### src/rtl/mult_share_arbiter.sv
`default_nettype none
// ============================================================================
// Module   : mult_share_arbiter
// Purpose  : Round-robin front end that shares one external pipelined
//            multiplier among NREQ requesters. It accepts at most one operand
//            pair per cycle, remembers the owner of each in-flight operation
//            in a tag pipeline matched to the multiplier latency, and returns
//            each product to its owner as a one-cycle strobe.
// Ports    : clk, rst         - clock, asynchronous active-high reset
//            req_valid/ready  - per-requester request handshake (ready is
//                               one-hot or zero)
//            req_a/req_b      - packed operands, requester i at [i*WIDTH +: WIDTH]
//            mul_a/mul_b      - registered operands to the multiplier
//            mul_y            - product from the multiplier
//            resp_valid/y     - registered one-hot response strobe and product
// Revision : 1.0 - initial release
// ============================================================================
module mult_share_arbiter #(
    parameter int WIDTH   = 4,
    parameter int NREQ    = 4,
    parameter int MUL_LAT = 2
) (
    input  logic                    clk,
    input  logic                    rst,
    input  logic [NREQ-1:0]         req_valid,
    output logic [NREQ-1:0]         req_ready,
    input  logic [NREQ*WIDTH-1:0]   req_a,
    input  logic [NREQ*WIDTH-1:0]   req_b,
    output logic [WIDTH-1:0]        mul_a,
    output logic [WIDTH-1:0]        mul_b,
    input  logic [2*WIDTH-1:0]      mul_y,
    output logic [NREQ-1:0]         resp_valid,
    output logic [2*WIDTH-1:0]      resp_y
);

    // Pointer / id width, one extra bit for the wrap-around arithmetic, and
    // tag pipeline depth (one stage per multiplier register plus the stage
    // that lines up with the cycle the product is sampled).
    localparam int c_PW    = (NREQ > 1) ? $clog2(NREQ) : 1;
    localparam int c_IW    = c_PW + 1;
    localparam int c_DEPTH = MUL_LAT + 1;

    // ------------------------------------------------------------------------
    // State
    // ------------------------------------------------------------------------
    logic [NREQ-1:0]     r_busy;
    logic [c_PW-1:0]     r_ptr;
    logic [WIDTH-1:0]    r_mul_a;
    logic [WIDTH-1:0]    r_mul_b;
    logic [NREQ-1:0]     r_resp_valid;
    logic [2*WIDTH-1:0]  r_resp_y;
    logic                r_tag_v  [c_DEPTH];
    logic [c_PW-1:0]     r_tag_id [c_DEPTH];

    // ------------------------------------------------------------------------
    // Arbitration
    // ------------------------------------------------------------------------
    logic [NREQ-1:0]     w_elig;
    logic                w_found;
    logic [c_PW-1:0]     w_win;
    logic [c_IW-1:0]     w_idx;
    logic [NREQ-1:0]     w_grant;
    logic                w_accept;
    logic [c_PW-1:0]     w_ptr_nxt;

    assign w_elig = req_valid & ~r_busy;

    // Scan ptr, ptr+1, ... modulo NREQ; the first eligible index wins.
    always_comb begin
        w_found = 1'b0;
        w_win   = '0;
        w_idx   = '0;
        for (int j = 0; j < NREQ; j++) begin
            w_idx = {1'b0, r_ptr} + c_IW'(j);
            if (w_idx >= c_IW'(NREQ)) begin
                w_idx = w_idx - c_IW'(NREQ);
            end
            if (!w_found && w_elig[w_idx[c_PW-1:0]]) begin
                w_found = 1'b1;
                w_win   = w_idx[c_PW-1:0];
            end
        end
    end

    // Ready is held low for as long as reset is asserted, even though the
    // busy bits are already clear, so nothing is accepted into a pipeline
    // that is being flushed.
    assign w_grant   = (w_found && !rst) ? (NREQ'(1) << w_win) : '0;
    assign req_ready = w_grant;
    assign w_accept  = |(req_valid & w_grant);
    assign w_ptr_nxt = (w_win == c_PW'(NREQ - 1)) ? '0 : (w_win + 1'b1);

    // ------------------------------------------------------------------------
    // Response / busy bookkeeping
    // ------------------------------------------------------------------------
    logic                w_resp_fire;
    logic [c_PW-1:0]     w_resp_id;
    logic [NREQ-1:0]     w_busy_clr;
    logic [NREQ-1:0]     w_busy_set;
    logic [NREQ-1:0]     w_busy_nxt;

    assign w_resp_fire = r_tag_v[c_DEPTH-1];
    assign w_resp_id   = r_tag_id[c_DEPTH-1];
    assign w_busy_clr  = w_resp_fire ? (NREQ'(1) << w_resp_id) : '0;
    assign w_busy_set  = req_valid & w_grant;

    // A requester can only be granted while idle, so set and clear never
    // target the same bit on one edge.
    assign w_busy_nxt  = (r_busy & ~w_busy_clr) | w_busy_set;

    // ------------------------------------------------------------------------
    // Sequential logic
    // ------------------------------------------------------------------------
    always_ff @(posedge clk or posedge rst) begin
        if (rst) begin
            r_busy       <= '0;
            r_ptr        <= '0;
            r_mul_a      <= '0;
            r_mul_b      <= '0;
            r_resp_valid <= '0;
            r_resp_y     <= '0;
            for (int s = 0; s < c_DEPTH; s++) begin
                r_tag_v[s]  <= 1'b0;
                r_tag_id[s] <= '0;
            end
        end else begin
            if (w_accept) begin
                r_mul_a <= req_a[w_win*WIDTH +: WIDTH];
                r_mul_b <= req_b[w_win*WIDTH +: WIDTH];
                r_ptr   <= w_ptr_nxt;
            end

            // Owner tag travels alongside the operation through the
            // multiplier so the product can be routed back.
            r_tag_v[0]  <= w_accept;
            r_tag_id[0] <= w_win;
            for (int s = 1; s < c_DEPTH; s++) begin
                r_tag_v[s]  <= r_tag_v[s-1];
                r_tag_id[s] <= r_tag_id[s-1];
            end

            r_resp_valid <= '0;
            if (w_resp_fire) begin
                r_resp_valid <= NREQ'(1) << w_resp_id;
                r_resp_y     <= mul_y;
            end

            r_busy <= w_busy_nxt;
        end
    end

    assign mul_a      = r_mul_a;
    assign mul_b      = r_mul_b;
    assign resp_valid = r_resp_valid;
    assign resp_y     = r_resp_y;

    // ------------------------------------------------------------------------
    // Sanity properties
    // ------------------------------------------------------------------------
    a_ready_onehot: assert property (@(posedge clk) disable iff (rst)
        $onehot0(req_ready));
    a_resp_onehot: assert property (@(posedge clk) disable iff (rst)
        $onehot0(resp_valid));

endmodule
`default_nettype wire

### config.mk
export PLATFORM = sky130hd
export DESIGN_NAME = mult_share_arbiter
export DESIGN_NICKNAME = d
export VERILOG_FILES = /design/src/rtl/mult_share_arbiter.sv
export SDC_FILE = /design/constraint.sdc
export NUM_CORES = 1
export LEC_CHECK = 0
export CORE_MARGIN = 1.5
export CORE_UTILIZATION = 39
export DETAILED_ROUTE_END_ITERATION = 8
export GPL_TIMING_DRIVEN = 0
export PLACE_DENSITY_LB_ADDON = 0.05
export SETUP_SLACK_MARGIN = 0.15
export SLEW_MARGIN = 10
export SYNTH_ARGS = -nofsm -noshare
export SYNTH_HDL_FRONTEND = slang
export SYNTH_SLANG_ARGS = --single-unit
### constraint.sdc
create_clock -name clk -period 2.2 [get_ports clk]
set_clock_uncertainty 0.15 [all_clocks]
set_input_delay 0.44 -clock clk [delete_from_list [all_inputs] [get_ports clk]]
set_output_delay 0.44 -clock clk [all_outputs]
set_load 0.02 [all_outputs]
==> run metrics <==
status=finished, violations left; failing checks=setup timing; crit path time final=2.44 ns; RePlAce Congestion=0.867; cts bufs inserted=5; Yosys top cell area share=50.0%; Final Net Count=300; critical path data arrival time=1.85 ns; syn_nets=201; Final setup violation count=14; layout cell share with drive strength beyond 1=32.8%; worst hold path class=flop to flop; footprint of the multi-input gates=895 µm²; Initial Utilization=40.5%; number of synthesized flops with an enable pin=0; clock power share=12.2%; Area Overhead vs Synth=65.9%; Max H-tree Level=2; Synth Area per Inst=11.4 µm²; placed cell count=275; Routed Antenna Nets=0; CTS Sinks=35; critical path capture point type=output port; # fillers=334; Seq/Total Area, Yosys=50.0%; Max-slew headroom=39.3%; Chip Height=70.0 µm; DRT iter0 DRCs=62; Crit. Startpoint=req_valid[2]; vias in the first global route=1557; Final Slew Violations=0; predominant post-synthesis flop cell=dfrtp_1; Reg-to-Reg Start=r_ptr[0]; sw frac=38.0%; TritonCTS clock tree=built; r2r endpoint=mul_a[0]; max-cap violations=0; Comb pwr share=58.6%; Die ar.=0.00490 mm²; Max Freq=409 MHz; Worst setup SP type=primary input; Skew-Pair Late Insertion Delay=0.28 ns; post-synthesis async set-or-reset flop share=100%; Avg WL per Cell=15.4 µm; synth warn=0; Pint=2.35 mW; I/O pin cnt=70; Port Buffers=69; Peak VDD IR=0.675 mV; Worst-Margin Slew=0.905 ns; Seq pwr share=29.1%; Clk pin slew, worst setup/hold paths=0.07 ns; R2R setup slack=-0.19 ns; largest net degree at the start of global routing=20; Pwr per Cell Area=1310 mW/mm²; Synth cell types=40; Worst Path Max Fanout=3; RSZ-0062 raised after global routing=true; Vias=1551; Setup crit end=req_ready[3]; sw power=1.44 mW; Netlist Area Pre-Place=0.00175 mm²; filler-free cell count of the finished design=305; FF-to-FF path depth=10; vias per inst=5.09; row count=24; Bufs on Longest Clock Path=2; Cells after Synth=154; root buffer cell=clkbuf_8; DPL Wire Length=3.19 mm; routed wire length=4.70 mm; Place WS=-1.19 ns; Chip Width=70.0 µm; ranking of synthesized cells by area=dfrtp_1 (50%), a221oi_2 (6.9%), mux2_2 (5.1%), mux2i_1 (4.6%), o21ai_0 (2.9%); Hold Vio Cnt, Final=0; FF+latch count, synth=35; # diodes=0; crit path kind=primary input to output port; GRT Overall Usage=19.7%; final core area utilization=67.2%; Register Area=878 µm²; initial antenna violation count=0; required time worst endpoint=1.61 ns; core box area=0.00432 mm²; cell taking the most area after synthesis=dfrtp_1; Overflow after GRT=0; 1st-pass router iterations=4; LEAKAGE=1.28 nW; drt drc=0; Worst Slack Setup Final=-0.245 ns; final worst-path cycle share=111%; first-pass GRT wire length=7.58 mm
layer usage:
layer / vias up / wire length (µm) / global-route usage, %
li1: 739 / - / -
met2: 49 / 2370 / 34.3
met3: 7 / 265 / 4.18
met1: 756 / 2010 / 24.7
met5: - / 0 / 0
met4: 0 / 54 / 5.77
cells by family after synthesis:
group                      Yosys count  share of synthesized area [%]
AOI/OAI and AO/OA                   40                           19.7
and+or+nand+nor                     40                           13.4
DFF                                 35                           50.0
buffers and inverters               21                           5.86
muxes                               17                           10.4
adders and majority gates            1                          0.714
area by class of cell:
class / count / area share (%)
Buffer: 5 / 1.85
Clock buffer: 6 / 2.84
Clock inverter: 1 / 0.172
Inverter: 16 / 2.28
Multi-Input combinational cell: 98 / 30.8
Sequential cell: 35 / 30.2
Tap cell: 52 / 2.24
Timing Repair Buffer: 91 / 29.4
Timing Repair inverter: 1 / 0.172
worst max-delay path, stage by stage:
cell and delay (ns):
clkdlybuf4s15_1 0.23, nor2b_4 0.18, a221oi_4 0.30, o21a_2 0.22, buf_6 0.12, ha_4 0.13, and2_4 0.13, buf_6 0.10
synthesized netlist by cell type, types with 2 or more instances:
cell type / number
and3_1: 2
a21oi_1: 8
nand2b_1: 5
buf_2: 2
inv_1: 13
inv_2: 2
a221oi_2: 8
nand2_1: 4
or3_1: 8
o22ai_1: 2
mux2i_1: 8
nor2_1: 12
nor2b_2: 2
mux2_2: 8
a221oi_1: 2
o21ai_0: 10
dfrtp_1: 35
stage by stage:
stage	setup TNS, ns	instance area, µm²	power, mW	hold slack (ns)
final	-2.72	2910	3.80	0.201
after global routing	-3.44	2910	4.03	0.209
after CTS	-2.23	2810	3.63	0.204
after detailed placement	-14.40	2560	2.93	0.185
after global placement	-13.38	2560	2.87	0.183
after floorplan	-0.0590	1800	2.26	0.181
how the worst min path moves through the flow:
stage	slack [ns]	startpoint	to	depth (start not counted)
floorplan	0.18	r_tag_id[4]	r_tag_id[2]	0
global placement	0.18	r_tag_id[5]	r_tag_id[3]	0
detailed placement	0.18	r_tag_id[5]	r_tag_id[3]	0
CTS	0.20	r_tag_id[3]	w_resp_id[1]	0
global route	0.21	r_tag_v[1]	w_resp_fire	0
finish	0.20	r_tag_id[3]	w_resp_id[1]	0
placed cells by master, fill, tap and decap left out, types with 2 or more instances in the layout:
cell type        netlist  final
inv_1                 13     11
buf_6                  1      3
nor2b_4                0      2
nand2b_4               1      3
a221oi_2               8      7
mux2i_1                8      8
or3_1                  8      8
buf_12                 0      2
dfrtp_1               35     33
o21ai_0               10     10
clkdlybuf4s50_1        0     61
clkbuf_8               0      6
a21oi_1                8      8
o22ai_1                2      2
mux2_2                 8      8
nor2_1                12     12
dlygate4sd2_1          0      2
nand2_1                4      2
dfrtp_2                0      2
a221oi_4               1      4
buf_2                  2      2
buf_4                  0     23
nand2b_1               5      2
inv_2                  2      3
state kept, by name, indices dropped and copies added (netlist names):
name         flops
resp_y           8
mul_a            4
mul_b            4
r_busy           4
r_tag_id         4
resp_valid       4
r_ptr            2
r_tag_v          2
w_resp_id        2
w_resp_fire      1
power groups by stage:
stage	Clock (mW)	Combinational (mW)	Sequential, mW
global route	0.513	2.37	1.14
detailed placement	0	1.83	1.10
global placement	0	1.78	1.09
CTS	0.473	2.05	1.11
finish	0.464	2.23	1.11
floorplan	0	0.987	1.28
what timing repair did:
action,4_1_cts,5_1_grt
pin swaps,8,6
gates cloned,1,0
hold buffers,0,0
buffers inserted,13,9
gates resized for setup,40,7
setup endpoints to repair,19,15
(Power assumes the default switching activity.)
